[src/rtl/seg_pkg.sv]
// Shared seven-segment constants: active-low polarities, blank pattern and the
// 16 hex glyphs, stored as segments g..a with a segment on when its bit is 0.
package seg_pkg;

  localparam logic SEG_ACTIVE   = 1'b0;
  localparam logic SEG_INACTIVE = 1'b1;
  localparam logic DIG_ACTIVE   = 1'b0;
  localparam logic DIG_INACTIVE = 1'b1;

  localparam logic [7:0] SEG_BLANK = 8'hFF;

  localparam logic [0:15][6:0] SEG_GLYPH = {
    7'h40, 7'h79, 7'h24, 7'h30,   // 0 1 2 3
    7'h19, 7'h12, 7'h02, 7'h78,   // 4 5 6 7
    7'h00, 7'h10, 7'h08, 7'h03,   // 8 9 A b
    7'h46, 7'h21, 7'h06, 7'h0E    // C d E F
  };

endpackage

[src/rtl/seg_decoder.sv]
// Combinational nibble + decimal-point to active-low segment pattern
// (bit7 = DP, bits 6..0 = g..a).
module seg_decoder
  import seg_pkg::*;
(
  input  logic [3:0] i_nibble,
  input  logic       i_dp,
  output logic [7:0] o_pattern
);

  assign o_pattern = {(i_dp ? SEG_ACTIVE : SEG_INACTIVE), SEG_GLYPH[i_nibble]};

endmodule

[src/rtl/seg_display_mux.sv]
// Multiplexed hex display driver with double-buffered data, PWM brightness and
// leading-zero blanking; digit blinking is built only with SEG_DISPLAY_MUX_BLINK_EN.
module seg_display_mux
  import seg_pkg::*;
#(
  parameter int DIGITS      = 4,
  parameter int REFRESH_DIV = 100000,
  parameter int PWM_BITS    = 2,
  parameter int BLINK_DIV   = 25000000
) (
  input  logic                  Clk_100M,
  input  logic                  Reset_Button,
  input  logic [4*DIGITS-1:0]   Digit_Data,
  input  logic [DIGITS-1:0]     DP_Data,
  input  logic                  Load,
  input  logic                  Lz_Blank,
  input  logic [PWM_BITS-1:0]   Brightness,
  input  logic [DIGITS-1:0]     Blink_Mask,
  output logic                  Pending,
  output logic [DIGITS-1:0]     SegmentDrivers,
  output logic [7:0]            SevenSegment
);

  localparam int IW = (DIGITS > 1) ? $clog2(DIGITS) : 1;
  localparam int RW = (REFRESH_DIV > 1) ? $clog2(REFRESH_DIV) : 1;
  localparam logic [RW-1:0] REF_LAST = RW'(REFRESH_DIV - 1);
  localparam logic [IW-1:0] IDX_LAST = IW'(DIGITS - 1);

  logic [RW-1:0]         r_refresh_cnt;
  logic [IW-1:0]         r_digit_idx;
  logic [PWM_BITS-1:0]   r_pwm_cnt;
  logic [4*DIGITS-1:0]   r_shadow_data;
  logic [DIGITS-1:0]     r_shadow_dp;
  logic [4*DIGITS-1:0]   r_active_data;
  logic [DIGITS-1:0]     r_active_dp;
  logic                  r_pending;
  logic [DIGITS-1:0]     r_seg_drv;
  logic [7:0]            r_seven_seg;

  logic                  w_slot_end;
  logic                  w_frame_wrap;
  logic [3:0]            w_nibble;
  logic                  w_dp;
  logic [7:0]            w_decoded;
  logic [DIGITS-1:0]     w_lead_zero;
  logic                  w_zero_run;
  logic                  w_blank;
  logic [7:0]            w_pattern;
  logic                  w_drv_on;
  logic [DIGITS-1:0]     w_drivers;
  logic                  w_blink_off;

  assign w_slot_end   = (r_refresh_cnt == REF_LAST);
  assign w_frame_wrap = w_slot_end && (r_digit_idx == IDX_LAST);

  always_ff @(posedge Clk_100M) begin
    if (Reset_Button) begin
      r_refresh_cnt <= '0;
      r_digit_idx   <= '0;
      r_pwm_cnt     <= '0;
    end else begin
      r_pwm_cnt <= r_pwm_cnt + 1'b1;
      if (w_slot_end) begin
        r_refresh_cnt <= '0;
        r_digit_idx   <= (r_digit_idx == IDX_LAST) ? '0 : r_digit_idx + 1'b1;
      end else begin
        r_refresh_cnt <= r_refresh_cnt + 1'b1;
      end
    end
  end

  // A Load on the wrap cycle bypasses the shadow so it lands in this frame.
  always_ff @(posedge Clk_100M) begin
    if (Reset_Button) begin
      r_shadow_data <= '0;
      r_shadow_dp   <= '0;
      r_active_data <= '0;
      r_active_dp   <= '0;
      r_pending     <= 1'b0;
    end else begin
      if (Load) begin
        r_shadow_data <= Digit_Data;
        r_shadow_dp   <= DP_Data;
      end
      if (w_frame_wrap) begin
        r_active_data <= Load ? Digit_Data : r_shadow_data;
        r_active_dp   <= Load ? DP_Data : r_shadow_dp;
        r_pending     <= 1'b0;
      end else if (Load) begin
        r_pending <= 1'b1;
      end
    end
  end

  assign w_nibble = r_active_data[4*r_digit_idx +: 4];
  assign w_dp     = r_active_dp[r_digit_idx];

  seg_decoder u_decoder (
    .i_nibble  (w_nibble),
    .i_dp      (w_dp),
    .o_pattern (w_decoded)
  );

  // w_lead_zero[i]: every nibble from the top digit down to i is zero.
  always_comb begin
    w_lead_zero = '0;
    w_zero_run  = 1'b1;
    for (int i = DIGITS - 1; i > 0; i--) begin
      w_zero_run     = w_zero_run && (r_active_data[4*i +: 4] == 4'h0);
      w_lead_zero[i] = w_zero_run;
    end
  end

  assign w_blank   = Lz_Blank && (r_digit_idx != '0) && w_lead_zero[r_digit_idx];
  assign w_pattern = w_blank ? {w_decoded[7], SEG_BLANK[6:0]} : w_decoded;

  always_comb begin
    w_drv_on  = (&Brightness) || (r_pwm_cnt < Brightness);
    w_drivers = {DIGITS{DIG_INACTIVE}};
    if (w_drv_on) begin
      w_drivers[r_digit_idx] = DIG_ACTIVE;
    end
  end

`ifdef SEG_DISPLAY_MUX_BLINK_EN
  localparam int BW = (BLINK_DIV > 1) ? $clog2(BLINK_DIV) : 1;
  localparam logic [BW-1:0] BLINK_LAST = BW'(BLINK_DIV - 1);

  logic [BW-1:0] r_blink_cnt;
  logic          r_blink_phase;

  always_ff @(posedge Clk_100M) begin
    if (Reset_Button) begin
      r_blink_cnt   <= '0;
      r_blink_phase <= 1'b0;
    end else if (r_blink_cnt == BLINK_LAST) begin
      r_blink_cnt   <= '0;
      r_blink_phase <= ~r_blink_phase;
    end else begin
      r_blink_cnt <= r_blink_cnt + 1'b1;
    end
  end

  // Phase 1 is the dark half; the driver keeps scanning so timing is unchanged.
  assign w_blink_off = r_blink_phase && Blink_Mask[r_digit_idx];
`else
  logic w_unused_blink;
  assign w_unused_blink = ^Blink_Mask;
  assign w_blink_off    = 1'b0;
`endif

  always_ff @(posedge Clk_100M) begin
    if (Reset_Button) begin
      r_seg_drv   <= {DIGITS{DIG_INACTIVE}};
      r_seven_seg <= SEG_BLANK;
    end else begin
      r_seg_drv   <= w_drivers;
      r_seven_seg <= w_blink_off ? SEG_BLANK : w_pattern;
    end
  end

  assign Pending        = r_pending;
  assign SegmentDrivers = r_seg_drv;
  assign SevenSegment   = r_seven_seg;

endmodule

[config.mk]
export PLATFORM = sky130hd
export DESIGN_NAME = seg_display_mux
export DESIGN_NICKNAME = d
export VERILOG_FILES = /design/src/rtl/seg_pkg.sv /design/src/rtl/seg_decoder.sv /design/src/rtl/seg_display_mux.sv
export SDC_FILE = /design/constraint.sdc
export NUM_CORES = 1
export LEC_CHECK = 0
export CAP_MARGIN = 20
export CORE_MARGIN = 2
export CORE_UTILIZATION = 44
export CTS_BUF_LIST = sky130_fd_sc_hd__clkbuf_8
export CTS_CLUSTER_SIZE = 8
export DETAILED_ROUTE_END_ITERATION = 16
export DONT_BUFFER_PORTS = 1
export GPL_TIMING_DRIVEN = 0
export PLACE_DENSITY = 0.63
export SYNTH_ARGS = -nofsm -noshare
export SYNTH_HDL_FRONTEND = slang
export SYNTH_HIERARCHICAL = 1
export SYNTH_SLANG_ARGS = --single-unit
export TNS_END_PERCENT = 1
[constraint.sdc]
create_clock -name Clk_100M -period 3.1 [get_ports Clk_100M]
set_input_delay 0.93 -clock Clk_100M [delete_from_list [all_inputs] [get_ports Clk_100M]]
set_output_delay 0.93 -clock Clk_100M [all_outputs]
set_load 0.01 [all_outputs]
==> impl_metrics.json <==
{
  "finalCoreUtilization_pct": 50.0,
  "fill_cells": 694,
  "cts_sinks": 74,
  "cts_resized": 0,
  "crit_top_cell": "inv_1",
  "fin_setup_tns_ps": 0,
  "slew_headroom_pct": 56.5,
  "slowest_delay_ps": 610,
  "cp_max_fo": 8,
  "critPathRequiredTime_ps": 3310,
  "synth_most_common_cell": "dfxtp_1",
  "wl_um": 6270,
  "synthSimpleGateAreaFrac_pct": 20.2,
  "dr.pass1.iters": 4,
  "critPathArrivalTime_ps": 2500,
  "ant_nets": 0,
  "drtIter0Drc": 45,
  "synth-seq-cells": 74,
  "synth_compound_gate_area_share_pct": 3.18,
  "die_y_um": 90.6,
  "synth_adder_area_share_pct": 4.93,
  "finalSetupViolCount": 0,
  "hold_viol": 0,
  "root_buffer": "clkbuf_8",
  "seqCellArea_mm2": 0.00148,
  "cts_tree": "done",
  "synth_top_family_by_area": "simple AND/OR/NAND/NOR gates",
  "synth_edf_count": 0,
  "grt_pass1_wl_um": 10800,
  "max_freq_ghz": 0.436,
  "grt_usage_pct": 16.5,
  "initial_core_util_pct": 45.5,
  "drv.max_cap_violation_count": 0,
  "total_power_mw": 1.82,
  "cts.clk_slew.worst_paths_ps": 80,
  "async_flop_share_pct": 0,
  "crit_chain": "buf_4 > mux4_2 > inv_1 > ha_1 > inv_1 > mux4_1 > nor2_1 > nand2_1",
  "vias": 2289,
  "rsz0062_at_grt": "false",
  "wl_per_cell_um": 14.0,
  "synth.area.mux_share_pct": 18.1,
  "crit_path_end_kind": "register",
  "synth.area.top_cells": "dfxtp_1 45%, mux2i_1 7.0%, mux2_2 6.5%, nor2_1 6.1%, ha_1 4.9%",
  "postCtsSetupBuffers": 0,
  "areaGrowthSynthToFinish_pct": 9.93,
  "crit_path_start_kind": "register",
  "synthTopCellsByCount": "74 x dfxtp_1, 54 x nor2_1, 23 x mux2i_1",
  "multi_input_area_mm2": 0.00167,
  "tightestPinTransition_ps": 652,
  "syn_inst": 332,
  "overflow": 0,
  "yosysTopAreaCellShare_pct": 44.9,
  "rows": 31,
  "cts_buffers": 9,
  "clkLatencyLatePin_ps": 340,
  "postSynthAreaPerCell_um2": 9.95,
  "seq_area_frac_synth_pct": 44.9,
  "yosys.cell_types.count": 44,
  "status": "complete, no violations",
  "finalNonFillerCells": 447,
  "grt_start_max_net_pins": 14,
  "cts_buffer_depth": 2,
  "cts_hold_buf": 0,
  "worstSetupPathType": "register to register",
  "fin_ws_ps": 807,
  "dp_hpwl_um": 4430,
  "die-area_mm2": 0.00821,
  "yosysTopAreaCell": "dfxtp_1",
  "gp_congestion": 0.760,
  "cpMaxStageDelayCell": "mux4_2",
  "syn_area_mm2": 0.00330,
  "port_buffers": 0,
  "skew_ps": 10.5,
  "synth_top_flop_cell": "dfxtp_1",
  "hp-class": "register to register",
  "h-tree-depth": 3,
  "nNetsFinal": 386,
  "vdd_drop_max_mv": 0.238,
  "drv_slew": 0,
  "ys_warn_count": 6,
  "layout-drive-gt1-share_pct": 15.8,
  "io_pins": 43,
  "dp.cells": 431,
  "power_density_mw_per_mm2": 503,
  "grt_pass1_vias": 2225,
  "drt-vias-per-instance": 5.12,
  "dpl_worst_slack_ps": 607,
  "fin_crit_sh_pct": 74.0,
  "die_x_um": 90.6,
  "drc": 0,
  "antenna_found_initial": 0,
  "core_region_area_mm2": 0.00725,
  "finalCriticalPeriod_ps": 2290,
  "p_leak_nw": 1.43,
  "synthXorXnorAreaFrac_pct": 4.24,
  "num_antenna_cells": 0,
  "syn_nets": 375
}
==> metal layers <==
layer | part of all wire (%) | vias to the layer above | track usage, %
li1 | - | 1161 | -
met1 | 46 | 1086 | 20.0
met5 | 0 | - | 0
met4 | 0.61 | 0 | 5.77
met3 | 4.5 | 4 | 5.26
met2 | 49 | 38 | 27.5
==> through the flow <==
step / area, µm² / hold WS, ps
after global placement: 3430 / 437
after detailed placement: 3430 / 449
after floorplan: 3300 / 425
final: 3630 / 459
after global routing: 3630 / 489
after CTS: 3630 / 467
==> cell families after synthesis <==
logic type	Yosys count
buffers and inverters	31
DFF	74
xor gates and xnor gates	16
and+or+nand+nor	133
AOI/OAI and AO/OA	16
muxes	49
adders and majority gates	13
==> flip-flops by register name, summed over array words and instances, names as in the netlist <==
register        cells
r_active_dp         4
r_pwm_cnt           2
SevenSegment        8
r_active_data      16
r_refresh_cnt      17
Pending             1
r_shadow_dp         4
r_shadow_data      16
r_digit_idx         2
SegmentDrivers      4
==> layout make-up <==
class / count / area share (%)
multi-input cells: 227 / 46.1
flip-flops and latches: 74 / 40.8
clock buffers: 10 / 3.79
well taps: 99 / 3.41
plain buffers: 18 / 2.69
clock inverters: 6 / 1.83
inverters: 13 / 1.34
==> path summary, 6_finish.rpt <==
check / startpoint / endpoint / slack [ps] / cells after the start
hold / removal: r_pwm_cnt[0]$_SDFF_PP0_ / r_pwm_cnt[0]$_SDFF_PP0_ / 460 / 1
setup reg to reg: r_digit_idx[0]$_SDFFE_PP0N_ / SevenSegment[3]$_SDFF_PP1_ / 810 / 8
setup / recovery: r_digit_idx[0]$_SDFFE_PP0N_ / SevenSegment[3]$_SDFF_PP1_ / 810 / 8
hold reg to reg: r_pwm_cnt[0]$_SDFF_PP0_ / r_pwm_cnt[0]$_SDFF_PP0_ / 460 / 1
==> cells in the final DEF, fill, tap and decap left out, types with 6 or more instances in the layout <==
master     n
clkbuf_8  10
ha_1      13
nand3_1    7
nor2b_1   19
nor4_1     8
xnor2_1   10
clkbuf_1   7
mux2_2    19
inv_1     13
nand4_1    9
mux2i_1   23
nand2_1   17
dfxtp_1   74
xor2_1     6
nor2_1    54
==> report_power, final <==
group          switching [mW]  internal (mW)  total [mW]
Clock                   0.362          0.393       0.755
Sequential             0.0160          0.978       0.994
Combinational          0.0466         0.0296      0.0762
Total                   0.424           1.40        1.82
==> critical path, delay by kind of cell (launching register included) <==
kind / cells / cell delay, ps
buffers and inverters: 3 / 420
muxes: 2 / 1080
adders and majority gates: 1 / 160
DFF: 1 / 360
and+or+nand+nor: 2 / 160
(Power assumes the default switching activity.)
